### config.mk
export PLATFORM = sky130hd
export DESIGN_NAME = ysyx_22050612_ifu
export DESIGN_NICKNAME = d
export VERILOG_FILES = /design/src/rtl/ysyx_22050612_ifu.sv
export SDC_FILE = /design/constraint.sdc
export NUM_CORES = 1
export LEC_CHECK = 0
export BUFFER_PORTS_ARGS = -buffer_cell sky130_fd_sc_hd__buf_2
export CORE_AREA = 2 2 162 164
export CTS_BUF_LIST = sky130_fd_sc_hd__clkbuf_16
export DETAILED_ROUTE_END_ITERATION = 16
export DIE_AREA = 0 0 164 166
export PLACE_DENSITY = 0.69
export REMOVE_ABC_BUFFERS = 1
export SETUP_SLACK_MARGIN = 0.02
export SYNTH_ARGS = -nofsm -noshare
export SYNTH_HDL_FRONTEND = slang
export SYNTH_SLANG_ARGS = --single-unit
export TNS_END_PERCENT = 50
### constraint.sdc
create_clock -name clk -period 5.2 [get_ports clk]
set_clock_uncertainty 0.1 [all_clocks]
set_input_delay 0.52 -clock clk [delete_from_list [all_inputs] [get_ports clk]]
set_output_delay 0.52 -clock clk [all_outputs]
set_load 0.03 [all_outputs]
### src/rtl/ysyx_22050612_ifu.sv
// Instruction fetch unit: owns the architectural PC, fetches one instruction at a time,
// offers decoded fields to the EXU and closes the loop on its next-PC commit.
module ysyx_22050612_ifu #(
  parameter int                XLEN     = 64,
  parameter logic [XLEN-1:0]   RESET_PC = 64'h8000_0000
) (
  input  logic            clk,
  input  logic            rst_n,
  output logic            imem_req_valid,
  input  logic            imem_req_ready,
  output logic [XLEN-1:0] imem_addr,
  input  logic            imem_resp_valid,
  input  logic [31:0]     imem_resp_data,
  output logic            inst_valid,
  input  logic            inst_ready,
  output logic [31:0]     inst,
  output logic [9:0]      opcode,
  output logic [4:0]      rd,
  output logic [4:0]      rs1,
  output logic [4:0]      rs2,
  output logic [XLEN-1:0] imm_I,
  output logic [XLEN-1:0] pc,
  input  logic            dnpc_valid,
  input  logic [XLEN-1:0] dnpc,
  output logic            halted,
  output logic            fault,
  output logic [63:0]     instret
);

  typedef enum logic [2:0] {
    S_IDLE  = 3'd0,
    S_REQ   = 3'd1,
    S_WAIT  = 3'd2,
    S_ISSUE = 3'd3,
    S_EXEC  = 3'd4,
    S_HALT  = 3'd5
  } state_t;

  localparam logic [31:0] EBREAK = 32'h0010_0073;
  localparam logic [31:0] NOP    = 32'h0000_0013;

  state_t          r_state;
  logic [XLEN-1:0] r_pc;
  logic [31:0]     r_inst;
  logic [63:0]     r_instret;
  logic            r_halted;
  logic            r_fault;
  logic            r_req_valid;
  logic            r_inst_valid;

  logic            w_commit;
  logic            w_dnpc_aligned;

  assign w_commit       = ((r_state == S_ISSUE) && inst_ready && dnpc_valid) ||
                          ((r_state == S_EXEC) && dnpc_valid);
  assign w_dnpc_aligned = (dnpc[1:0] == 2'b00);

  // Fetch FSM; handshake valids are set on state entry so they stay pure registers.
  // A request is only raised when the PC entering REQ is word-aligned.
  always_ff @(posedge clk or negedge rst_n) begin
    if (!rst_n) begin
      r_state      <= S_IDLE;
      r_pc         <= RESET_PC;
      r_inst       <= NOP;
      r_instret    <= 64'd0;
      r_halted     <= 1'b0;
      r_fault      <= 1'b0;
      r_req_valid  <= 1'b0;
      r_inst_valid <= 1'b0;
    end else begin
      if (w_commit) begin
        r_pc      <= dnpc;
        r_instret <= r_instret + 64'd1;
      end
      case (r_state)
        S_IDLE: begin
          r_state     <= S_REQ;
          r_req_valid <= (r_pc[1:0] == 2'b00);
        end
        S_REQ: begin
          if (r_pc[1:0] != 2'b00) begin
            r_state     <= S_HALT;
            r_fault     <= 1'b1;
            r_req_valid <= 1'b0;
          end else if (imem_req_ready) begin
            r_state     <= S_WAIT;
            r_req_valid <= 1'b0;
          end
        end
        S_WAIT: begin
          if (imem_resp_valid) begin
            r_inst <= imem_resp_data;
            if (imem_resp_data == EBREAK) begin
              r_state  <= S_HALT;
              r_halted <= 1'b1;
            end else begin
              r_state      <= S_ISSUE;
              r_inst_valid <= 1'b1;
            end
          end
        end
        S_ISSUE: begin
          if (inst_ready) begin
            r_inst_valid <= 1'b0;
            if (dnpc_valid) begin
              r_state     <= S_REQ;
              r_req_valid <= w_dnpc_aligned;
            end else begin
              r_state <= S_EXEC;
            end
          end
        end
        S_EXEC: begin
          if (dnpc_valid) begin
            r_state     <= S_REQ;
            r_req_valid <= w_dnpc_aligned;
          end
        end
        S_HALT: begin
          r_req_valid  <= 1'b0;
          r_inst_valid <= 1'b0;
        end
        default: begin
          r_state      <= S_HALT;
          r_req_valid  <= 1'b0;
          r_inst_valid <= 1'b0;
        end
      endcase
    end
  end

  assign imem_req_valid = r_req_valid;
  assign imem_addr      = r_pc;
  assign inst_valid     = r_inst_valid;
  assign inst           = r_inst;
  assign pc             = r_pc;
  assign halted         = r_halted;
  assign fault          = r_fault;
  assign instret        = r_instret;

  assign opcode = {r_inst[14:12], r_inst[6:0]};
  assign rd     = r_inst[11:7];
  assign rs1    = r_inst[19:15];
  assign rs2    = r_inst[24:20];
  assign imm_I  = {{(XLEN-12){r_inst[31]}}, r_inst[31:20]};

endmodule
# Yosys cells after proc, flatten, opt, wreduce, memory -nomap -nowiden
# Cells that the tools add are included.
[op_classes] n_addsub=1 n_mul=0 div_mod_pow=0 order_cmp=0 n_eq_ne=11 shifts=0 muxes=17 bitwise=3 reduce_logical=15
[ops] operator="64-bit by 1-bit adder with 64-bit output (second input constant)" count=1
[ops] operator="32-bit by 21-bit == test with 1-bit output (second input constant)" count=1
[ops] operator="3-bit 2-to-1 mux" count=7
[ops] operator="3-bit one-hot mux with 6 select lines" count=1
[ops] operator="2-bit inequality test (second input constant)" count=4
[ops] operator="1-bit 2-to-1 mux" count=7
[ops] operator="3-bit by 2-bit == test with 1-bit output (second input constant)" count=2
[ops] operator="3-bit == test (second input constant)" count=2
[ops] operator="3-bit AND reduction" count=2
[ops] operator="1-bit one-hot mux with 5 select lines" count=1
[ops] operator="5-bit AND reduction" count=1
[ops] operator="2-bit logical NOT" count=2
[ops] operator="2-bit AND reduction" count=2
[ops] operator="4-bit AND reduction" count=1
[ops] operator="3-bit by 1-bit == test with 1-bit output (second input constant)" count=1
[ops] operator="1-bit logical AND" count=3
[ops] operator="3-bit logical NOT" count=1
[ops] operator="3-bit inequality test (second input constant)" count=1
[ops] operator="1-bit NOT" count=3
[ops] operator="1-bit one-hot mux with 3 select lines" count=1
[ops] operator="3-bit OR reduction" count=1
[ops] operator="2-bit nonzero test" count=1
[ops] operator="1-bit logical OR" count=1
[totals] ff_bits=167 latch_bits=0 ramBits=0 rom_bits=0 out_inout_bits=317 memories=0

# Longest topological paths before layout
[depth] depth_word=4 depth_mapped=7

# Least setup slack after synthesis
# OpenSTA, ideal clock, no wires.
[synth_path] path_kind="register to register" startpoint="reg r_instret[7], in the netlist instret[7]" endpoint="reg r_instret[61], in the netlist instret[61]" setup_ps=133 arrival_time_ps=2131 slack_ps=2836 path_stages_with_launch=7 n_path_buf=1 path_cell_list="dfrtp_1 > nand4_2 > or4_1 > buf_4 > nor4_4 > nand4_1 > xnor2_1"
[synth_via] elab_chain_cells=1
[synth_lines] item="from (decl)" line_no="45" rtl="logic [63:0] r_instret;"
[synth_lines] item="from (signal assigned)" line_no="73" rtl="r_instret <= r_instret + 64'd1;"
[synth_lines] item="64-bit by 1-bit adder with 64-bit output" line_no="73"
# Every way passes these cells.
# A chain may end at the register's enable or synchronous reset.

# Worst setup path in the final report
[layout_path] startpoint="reg r_state[0]" endpoint="reg r_pc[28], in the netlist imem_addr[28]"
[layout_via] elab_chain_cells=4 word_cells_on_any_way=6
[layout_lines] item="from (decl)" line_no="42" rtl="state_t r_state;"
[layout_lines] item="from (signal assigned)" line_no="62" rtl="r_state <= S_IDLE;"
[layout_lines] item="from (signal assigned)" line_no="77" rtl="r_state <= S_REQ;"
[layout_lines] item="from (signal assigned)" line_no="82" rtl="r_state <= S_HALT;"
[layout_lines] item="3-bit by 2-bit == test with 1-bit output" line_no="54" rtl="assign w_commit = ((r_state == S_ISSUE) && inst_ready && dnpc_valid) ||"
[layout_lines] item="1-bit logical AND (2 in a row)" line_no="54"
[layout_lines] item="1-bit logical OR (*)" line_no="54"
[layout_lines] item="to (signal assigned)" line_no="72" rtl="r_pc <= dnpc;"
[layout_lines] item="to (decl)" line_no="43" rtl="logic [XLEN-1:0] r_pc;"
# Mark *: on every way between the ends. The rest lies on a longest branch, timed or not.

==> metrics.cfg <==
[sta]
worst_slew_pin_slew_ns = 1.22
maxSlewViolCount = 0
period_share = 0.565
setup_viol = 0
whs_ns = 0.219
min_period_ns = 2.94
clock.fmax_mhz = 340
slew-limit-headroom = 0.189
hold_viol = 0
rsz0062_at_grt = no

[synth]
ys.warnings.count = 0
synthTopCellsByArea = dfrtp_1 (49%), buf_4 (14%), mux2_2 (13%), xnor2_1 (4.5%), xor2_1 (2.2%)
synth_cell_types = 49
yosysTopAreaCell = dfrtp_1
synth_top_flop_cell = dfrtp_1
synth_edf_count = 0
syn-cell-area_sq_mm = 0.00825
netlist_instances = 701
async_reset_ff_frac = 1.00
synth.top_cell.area_share = 0.494
synth_seq_cells = 167
yosysSeqAreaShare = 0.507
syn_avg_cell_area_sq_um = 11.8

[power]
seqPwrFrac = 0.298
pwr-share-clk = 0.175
p_switching_w = 0.00382
internal-power_w = 0.00349
pwr-share-comb = 0.528
switching_share = 0.523
vdd_ir_drop_max_uv = 1160
leakagePower_nw = 5.24
power_density_mw_per_mm2 = 719

[grt]
grt_max_degree = 62
grt_overflow_total = 0
antenna_found_initial = 1
grt_pass1_vias = 5685
grt_pass1_wl_um = 35100
grt.total_usage = 0.170

[final_layout]
seq_area_sq_mm = 0.00418
drive_gt1_frac = 0.579
final_util = 0.397
nNetsFinal = 1077
multi_input_area_sq_mm = 0.00281
antenna_cells = 0
fill_cells = 2480
final_cell_mix = buf_2 (417), dfrtp_1 (163), mux2_2 (97)
final_common_cell = buf_2
area.growth.synth_to_final_pct = 23.2

[routing]
met1_length_um = 10500
drt_iter0_drc = 356
vias_per_cell = 4.63
wl_per_cell_um = 17.9
ant_nets = 0
dr.pass1.iters = 5
wl_met2_um = 10900
met3_length_um = 1570
dr_total_vias = 6117
routed_wl_um = 23600
drc = 0
top_layer = met5

[outcome]
status = completed

[die]
die_h_um = 166
initial_core_util = 0.322
die_area_sq_mm = 0.0272
row_count = 59
fp.dieW_um = 164
io_pins = 419
core_area_sq_mm = 0.0256

[place]
gp_congestion = 0.928
port_buffers = 418
dp_hpwl_um = 18500

[worst_hold_path]
hp-class = in -> reg

[worst_setup_path]
path_max_fanout = 45
crit_type = reg -> reg
arrival_ns = 3.15
startpoint_type = register
required_ns = 5.41
end_kind = register

[cts]
clk_pin_slew_ns = 0.08
cts_tree = yes
cts_root_buf = clkbuf_16
cts_setup_buffers = 0
numCtsBuffers = 17
h-tree-depth = 4
cts.sinks = 167
insertion_delay_ns = 0.42
clk_path_buf_depth = 2

[flow_run]
drv_cap = 0

==> repair_timing <==
action                                 4_1_cts  5_1_grt
endpoints found under the hold margin       55        0
hold buffers                                 1        0
gates resized for setup                      0        0
==> cells by family (layout without fill, tap and decap cells) <==
logic type,count (synthesis),in the layout,share of synthesized area
AO/OA/AOI/OAI,26,26,0.0205
XOR/XNOR,63,63,0.0669
adder cells (fa/ha/maj),1,1,0.00152
buffers and inverters,180,466,0.154
flip-flops,167,167,0.507
multiplexers,97,97,0.132
AND/OR/NAND/NOR,167,167,0.118
==> final timing paths <==
path,endpoint,cells after the start,slack (ns),startpoint
max in group asynchronous,imem_addr[18],3,3.23,rst_n
min in group asynchronous,instret[9],2,0.55,rst_n
setup reg to reg,imem_addr[28],5,2.26,r_state[0]
setup / recovery,imem_addr[28],5,2.26,r_state[0]
hold / removal,imem_addr[35],2,0.22,dnpc[35]
hold reg to reg,halted,1,0.37,halted
==> worst max-delay path, cell delays in order (launching register included) <==
cell and delay (ns):
dfrtp_1 0.54, and4b_2 0.35, or2_2 0.32, nand2_2 0.46, buf_4 0.59, mux2_2 0.40
==> per-stage QoR <==
| stage | TNS [ns] | area (sq um) | power (W) | setup WS, ns | cells |
|---|---|---|---|---|---|
| after CTS | 0 | 10200 | 0.00737 | 2.27 | 1322 |
| after floorplan | -295.92 | 7020 | 0.00443 | -6.16 | 532 |
| after detailed placement | 0 | 9580 | 0.00606 | 2.25 | 1289 |
| after global placement | 0 | 9580 | 0.00603 | 2.28 | 1289 |
| after global routing | 0 | 10200 | 0.00761 | 2.06 | 1322 |
| final | 0 | 10200 | 0.00731 | 2.26 | 1322 |
==> cells in the mapped netlist (all sizes together) (7+ instances only) <==
| cell | count |
|---|---|
| a21oi | 8 |
| nor3 | 18 |
| xnor2 | 42 |
| dfrtp | 163 |
| and3 | 13 |
| nand4 | 23 |
| nor4 | 12 |
| and4 | 7 |
| mux2 | 97 |
| nand3 | 21 |
| inv | 11 |
| nor2 | 21 |
| buf | 166 |
| nand2 | 31 |
| xor2 | 21 |
==> registers in the layout (all words and copies together), names as in the netlist <==
name            count
imem_addr          64
r_state             3
fault               1
inst               32
halted              1
inst_valid          1
instret            64
imem_req_valid      1
==> metal layers <==
metal  GRT usage  up-vias
met5           0        -
met4      0.0595        2
met2       0.259      235
li1            -     2826
met1       0.230     3023
met3      0.0507       31
==> final cells by class <==
cell class | count | area share
Sequential cell | 167 | 0.411
Multi-Input combinational cell | 354 | 0.276
Timing Repair Buffer | 423 | 0.210
Clock buffer | 17 | 0.0418
Tap cell | 335 | 0.0412
Clock inverter | 15 | 0.0155
Inverter | 11 | 0.00406
==> power by group through the flow <==
stage | logic [W] | clock network, W | registers [W]
2_1_floorplan | 0.000527 | 0 | 0.00390
3_3_place_gp | 0.00385 | 0 | 0.00218
3_5_place_dp | 0.00387 | 0 | 0.00219
4_1_cts | 0.00388 | 0.00132 | 0.00217
5_1_grt | 0.00400 | 0.00137 | 0.00223
6_report | 0.00386 | 0.00128 | 0.00218
Power figures use the tool's default switching activity.
